[src/rtl/ripple_count_capture.sv]
// ripple_count_capture: resynchronises a 4-bit ripple counter into the clk domain,
// filters ripple glitches, and publishes each settled count over valid/ready with wrap
// and epoch tracking.
// Optional feature macro: RIPPLE_CAPTURE_STEP_CHECK_EN builds the +1 step comparator
// behind step_err; without it step_err is tied low.
module ripple_count_capture #(
   parameter int unsigned WIDTH         = 4,
   parameter int unsigned STABLE_CYCLES = 2,
   parameter int unsigned EPOCH_W       = 8
) (
   input  logic               clk,
   input  logic               rst_n,
   input  logic [WIDTH-1:0]   cnt_in,
   output logic [WIDTH-1:0]   cnt_out,
   output logic               cnt_valid,
   input  logic               cnt_ready,
   output logic               wrap_pulse,
   output logic [EPOCH_W-1:0] epoch,
   output logic               step_err,
   output logic               overrun
);

   localparam logic [3:0] STAB_MAX = 4'(STABLE_CYCLES - 1);

   typedef enum logic [1:0] {StInit, StTrack, StSettle} state_e;

   state_e           state;
   logic [WIDTH-1:0] sync1;
   logic [WIDTH-1:0] sync2;
   logic [WIDTH-1:0] last;
   logic [WIDTH-1:0] cand;
   logic [3:0]       stab;
   // The synchroniser leaves reset holding zeros that were never sampled from cnt_in;
   // INIT ignores the first two edges so the baseline is a real sample.
   logic [1:0]       flush;

   logic match_cand;
   logic match_last;
   logic stab_done;
   logic is_wrap;

   // Two-flop resynchroniser on all counter bits; only sync2 feeds logic
   always_ff @(posedge clk or negedge rst_n) begin
      if (!rst_n) begin
         sync1 <= '0;
         sync2 <= '0;
      end else begin
         sync1 <= cnt_in;
         sync2 <= sync1;
      end
   end

   // Comparisons shared by the FSM
   always_comb begin
      match_cand = (sync2 == cand);
      match_last = (sync2 == last);
      stab_done  = (stab == STAB_MAX);
      is_wrap    = (last == '1) && (cand == '0);
   end

   // Stability filter FSM with registered outputs and handshake
   always_ff @(posedge clk or negedge rst_n) begin
      if (!rst_n) begin
         state      <= StInit;
         last       <= '0;
         cand       <= '0;
         stab       <= '0;
         flush      <= '0;
         cnt_out    <= '0;
         cnt_valid  <= 1'b0;
         wrap_pulse <= 1'b0;
         epoch      <= '0;
         overrun    <= 1'b0;
`ifdef RIPPLE_CAPTURE_STEP_CHECK_EN
         step_err   <= 1'b0;
`endif
      end else begin
         wrap_pulse <= 1'b0;
`ifdef RIPPLE_CAPTURE_STEP_CHECK_EN
         step_err   <= 1'b0;
`endif
         // Consumption; overridden below if an accept lands on the same edge
         if (cnt_valid && cnt_ready) begin
            cnt_valid <= 1'b0;
         end

         unique case (state)
            StInit: begin
               if (flush != 2'd2) begin
                  flush <= flush + 2'd1;
               end else begin
                  cand <= sync2;
                  if (match_cand) begin
                     if (stab_done) begin
                        // Baseline: silent, no handshake or events
                        last    <= cand;
                        cnt_out <= cand;
                        state   <= StTrack;
                     end else begin
                        stab <= stab + 4'd1;
                     end
                  end else begin
                     stab <= 4'd1;
                  end
               end
            end

            StTrack: begin
               if (!match_last) begin
                  cand  <= sync2;
                  stab  <= 4'd1;
                  state <= StSettle;
               end
            end

            StSettle: begin
               if (match_cand) begin
                  if (stab_done) begin
                     last      <= cand;
                     cnt_out   <= cand;
                     cnt_valid <= 1'b1;
                     state     <= StTrack;
                     if (cnt_valid && !cnt_ready) begin
                        overrun <= 1'b1;
                     end
                     if (is_wrap) begin
                        wrap_pulse <= 1'b1;
                        epoch      <= epoch + EPOCH_W'(1);
                     end
`ifdef RIPPLE_CAPTURE_STEP_CHECK_EN
                     if (cand != last + WIDTH'(1)) begin
                        step_err <= 1'b1;
                     end
`endif
                  end else begin
                     stab <= stab + 4'd1;
                  end
               end else if (match_last) begin
                  // Glitch returned to the accepted value: drop it silently
                  state <= StTrack;
               end else begin
                  cand <= sync2;
                  stab <= 4'd1;
               end
            end

            default: state <= StInit;
         endcase
      end
   end

`ifndef RIPPLE_CAPTURE_STEP_CHECK_EN
   assign step_err = 1'b0;
`endif

endmodule
[config.mk]
export PLATFORM = sky130hd
export DESIGN_NAME = ripple_count_capture
export DESIGN_NICKNAME = d
export VERILOG_FILES = /design/src/rtl/ripple_count_capture.sv
export SDC_FILE = /design/constraint.sdc
export NUM_CORES = 1
export LEC_CHECK = 0
export CORE_MARGIN = 1
export CORE_UTILIZATION = 30
export DETAILED_ROUTE_END_ITERATION = 10
export HOLD_SLACK_MARGIN = 0.12
export PLACE_DENSITY = 0.56
export SYNTH_ARGS = -nofsm -noshare
export SYNTH_HDL_FRONTEND = slang
export SYNTH_SLANG_ARGS = --single-unit
[constraint.sdc]
create_clock -name clk -period 5.35 [get_ports clk]
set_clock_uncertainty 0.1 [all_clocks]
set_input_delay 1.07 -clock clk [delete_from_list [all_inputs] [get_ports clk]]
set_output_delay 1.07 -clock clk [all_outputs]
set_load 0.01 [all_outputs]
* After elaboration in Yosys (flattened, before gate mapping)
Index checks and enable logic that the tools add are counted.
Cells by class: add/sub/neg operators 3, equality and inequality tests 12, mux-type cells 33, reduce and logical (&&, ||, !) cells 15
Operator list (number):
- $mux 4 | 14
- $pmux 4 s3 | 2
- $pmux 4 s2 | 2
- $mux 2 | 6
- $reduce_and 4->1 | 3
- $ne 2x2->1 const B | 5
- $add 8x1->8 const B | 1
- $eq 4x4->1 | 2
- $mux 1 | 8
- $pmux 2 s3 | 1
- $reduce_and 2->1 | 3
- $add 4x1->4 const B | 1
- $eq 4x1->1 const B | 1
- $eq 4x4->1 const B | 1
- $logic_not 4->1 | 1
- $logic_and 1x1->1 | 3
- $ne 3x3->1 const B | 1
- $reduce_and 3->1 | 1
- $reduce_bool 3->1 | 1
- $add 2x1->2 const B | 1
- $eq 2x1->1 const B | 1
- $eq 2x2->1 const B | 1
- $logic_not 2->1 | 1
- $reduce_bool 2->1 | 1
- $logic_not 1->1 | 1
Word-level totals: register bits after elaboration 39, output and inout port bits 16

* Depth between registers and ports, before layout
depth in word-level cells 6, mapped depth 7, depth with buffers taken out 7

* Worst setup path before layout
No wires, ideal clock.
path kind register to register, start register state[0], end register epoch[1], setup time 125 ps, data arrival time 1729 ps, required time 5125 ps, setup slack 3396 ps, stages on the path, launching flop included 7, buffers on the path 1, clock period less this slack 1954 ps, cells stage by stage dfrtp_1 -> inv_1 -> ha_1 -> clkbuf_1 -> nand4_1 -> nor3_4 -> mux2_2
On the way: longest elaborated chain between the ends 2
Ends and longest elaborated chain:
- start: declaration | RTL line 27 | state_e state;
- start signal: assignment | RTL line 64 | state <= StInit;
- start signal: assignment | RTL line 98 | state <= StTrack;
- start signal: assignment | RTL line 112 | state <= StSettle;
- $eq 2x2->1 | RTL line 87 | unique case (state)
- $reduce_and 4->1 (no source line)
- end signal: assignment | RTL line 128 | epoch <= epoch + EPOCH_W'(1);
- end: declaration | RTL line 18 | output logic [EPOCH_W-1:0] epoch,
No other way between the ends. A chain may end at the register's enable or synchronous reset.

==> reports/qor.yml <==
setup.worst_path.start_class: "register"
finalHoldViolations: 0
final.setup.tns_ns: 0
criticalPathCategory: "register to primary output"
tritoncts: "yes"
htree_num_levels: 2
synth_enable_flop_cells: 0
total_clock_buffers_created_by_cts: 5
worstSkewPairLatency_ns: 0.29
finalHoldWorstSlack_ns: 0.2520
die_y_um: 77.70
clk_pin_slew_ns: 0.08
critical_path_required_ns: 4.18
post-route-drc-count: 0
fp.dieW_um: 77.70
p_per_area_nw_per_um2: 449.7
route.detailed.vias_per_inst: 4.664
critical_path.n_buffers_inverters: 1
critPathLaunch: "last[0]"
global_route_wire_length_before_repair_mm: 5.423
worstSetupPathDepth: 1
cp_top_delay_family: "buffers and inverters"
synth.net_count: 165
worstReg2RegStart: "state[0]"
ys_ff_latch: 35
synthTopCellsByArea: "dfrtp_1 51%, xnor2_1 8.2%, mux2_2 7.2%, ha_1 5.8%, nand4_1 2.9%"
drt_first_pass_iters: 4
first_global_vias: 1173
cts-hold-fix-buffers: 0
net_count_final: 192
post-cts-setup-buffers: 0
run_status: "completed"
grt_usage_pct: 11.99
antennaDiodeCount: 0
ff2ff_path_depth: 5
synthCells: 150
cts-root-buf: "clkbuf_8"
synth_flop_cell: "dfrtp_1"
design.core.area_um2: 5507
vias: 1166
hold_path.class: "register to register"
power.ir.vdd_worst_v: 0.0002526
port_buffers: 21
first_iter_violations: 67
synth_area_um2: 1719
route.final.wire_length_mm: 3.146
die-area_um2: 6037
grt_setup_unrepaired: "no"
timing.hold.worst.start: "sync1[3]"
endpoint_kind: "primary output"
fin_crit_sh_pct: 46.29
start_util_pct: 31.22
slew_viol_final: 0
final_hpwl_dp_mm: 2.269
timing.critical_path.arrival_ns: 1.31
postPlaceCellArea_um2: 2016
leakagePower_nw: 0.9070
synth.top_cell.area_share_pct: 50.95
place.gp.congestion: 0.7670
worstSetupEndpoint: "cnt_out[0]"
drtAntennaViolNets: 0
top_achievable_clock_speed_mhz: 403.8
final-setup-viol-count: 0
ff2ff_setup_slack_ns: 3.24
power_mw: 0.9588
number_of_antenna_violations_at_the_first_check_in_global_routing: 0
fin_crit_ns: 2.477
worst_path_largest_cell_delay_ns: 0.57
globalRouteOverflowTotal: 0
yosysSeqAreaShare_pct: 50.95
worstPathMaxFanout: 5
area.growth.synth_to_final_pct: 24.02
grt_max_degree: 36
io_pins: 23
highest_count_cells_in_the_layout_ignoring_fill_and_taps: "35 x dfrtp_1, 21 x clkdlybuf4s50_1, 16 x xnor2_1"
yosysWarningCount: 0
post-route-cell-area_um2: 2132
worstPathCellList: "clkdlybuf4s50_1"
worstReg2RegEnd: "epoch[1]"
numClockSinks: 35
wire_per_inst_um: 12.58
yosysUniqueCellTypes: 37
synth_area_leader_cell: "dfrtp_1"
cts_resized: 0
clock_tree.buffer_depth: 2
number_of_rows_in_the_core_area: 27
avgSynthCellArea_um2: 11.46
async_reset_ff_share_pct: 100.0
layout-drive-gt1-share_pct: 14.04
mostFrequentLayoutCell: "dfrtp_1"
maxCapViolations: 0
worst_path_max_delay_cell: "clkdlybuf4s50_1"
fill_count: 536
[power breakdown]
| group | total [mW] | internal (mW) | switching [mW] |
|---|---|---|---|
| logic | 0.340 | 0.177 | 0.164 |
| registers | 0.373 | 0.310 | 0.0629 |
| clock network | 0.245 | 0.141 | 0.104 |
| total | 0.959 | 0.628 | 0.331 |
[flip-flops by register name, indices dropped and copies added, names as in the netlist]
| register | flops |
|---|---|
| state | 2 |
| stab | 4 |
| sync1 | 4 |
| sync2 | 4 |
| last | 4 |
| epoch | 8 |
| cand | 4 |
| wrap_pulse | 1 |
| overrun | 1 |
| cnt_valid | 1 |
| flush | 2 |
[cells by family after synthesis]
family          after synthesis  synth area share [%]
simple gates                 47                 15.87
flops                        35                 50.95
compound gates               20                 8.297
xor+xnor                     17                 8.661
mux                          12                 7.788
buf+inv                      10                 2.402
fa+ha+maj                     8                 5.823
other cells                   1                0.2181
[worst min path at each step]
stage / end / cells after the start
after floorplan: sync2[0] / 0
after global placement: sync2[3] / 0
after detailed placement: sync2[3] / 0
after CTS: sync2[3] / 0
after global routing: sync2[0] / 0
final: sync2[3] / 0
[synthesized netlist by cell type, types with 3 or more instances]
| cell | instances |
|---|---|
| dfrtp_1 | 35 |
| xnor2_1 | 16 |
| nand2b_1 | 3 |
| nand4_1 | 8 |
| nand3_1 | 3 |
| and3_1 | 3 |
| ha_1 | 8 |
| nand2_1 | 9 |
| nor3_1 | 3 |
| mux2_2 | 11 |
| inv_1 | 8 |
| o21ai_0 | 3 |
| nor2_1 | 9 |
| a21oi_1 | 3 |
[cell type report]
type	instances	area, um^2	share of cell area, %
clock inverters	3	47.55	2.230
clock buffers	5	68.82	3.228
inverters	8	30.03	1.408
flip-flops and latches	35	875.8	41.08
multi-input cells	105	802.0	37.62
repair buffers	22	217.7	10.21
well taps	72	90.09	4.225
[layer usage]
layer,track usage (%),routed length (um),vias to the layer above
met5,0,0,-
met4,6.792,71,0
met3,4.000,127,7
met2,17.26,1335,24
met1,15.64,1612,553
li1,-,-,582
[through the flow]
stage | utilization [%] | worst slack (ns) | std cells
floorplan | - | 3.396 | 150
global placement | 36.61 | 3.193 | 242
detailed placement | 36.61 | 3.196 | 242
CTS | 38.72 | 2.861 | 250
global route | 38.72 | 2.817 | 250
finish | 38.72 | 2.873 | 250
(Power assumes the default switching activity.)
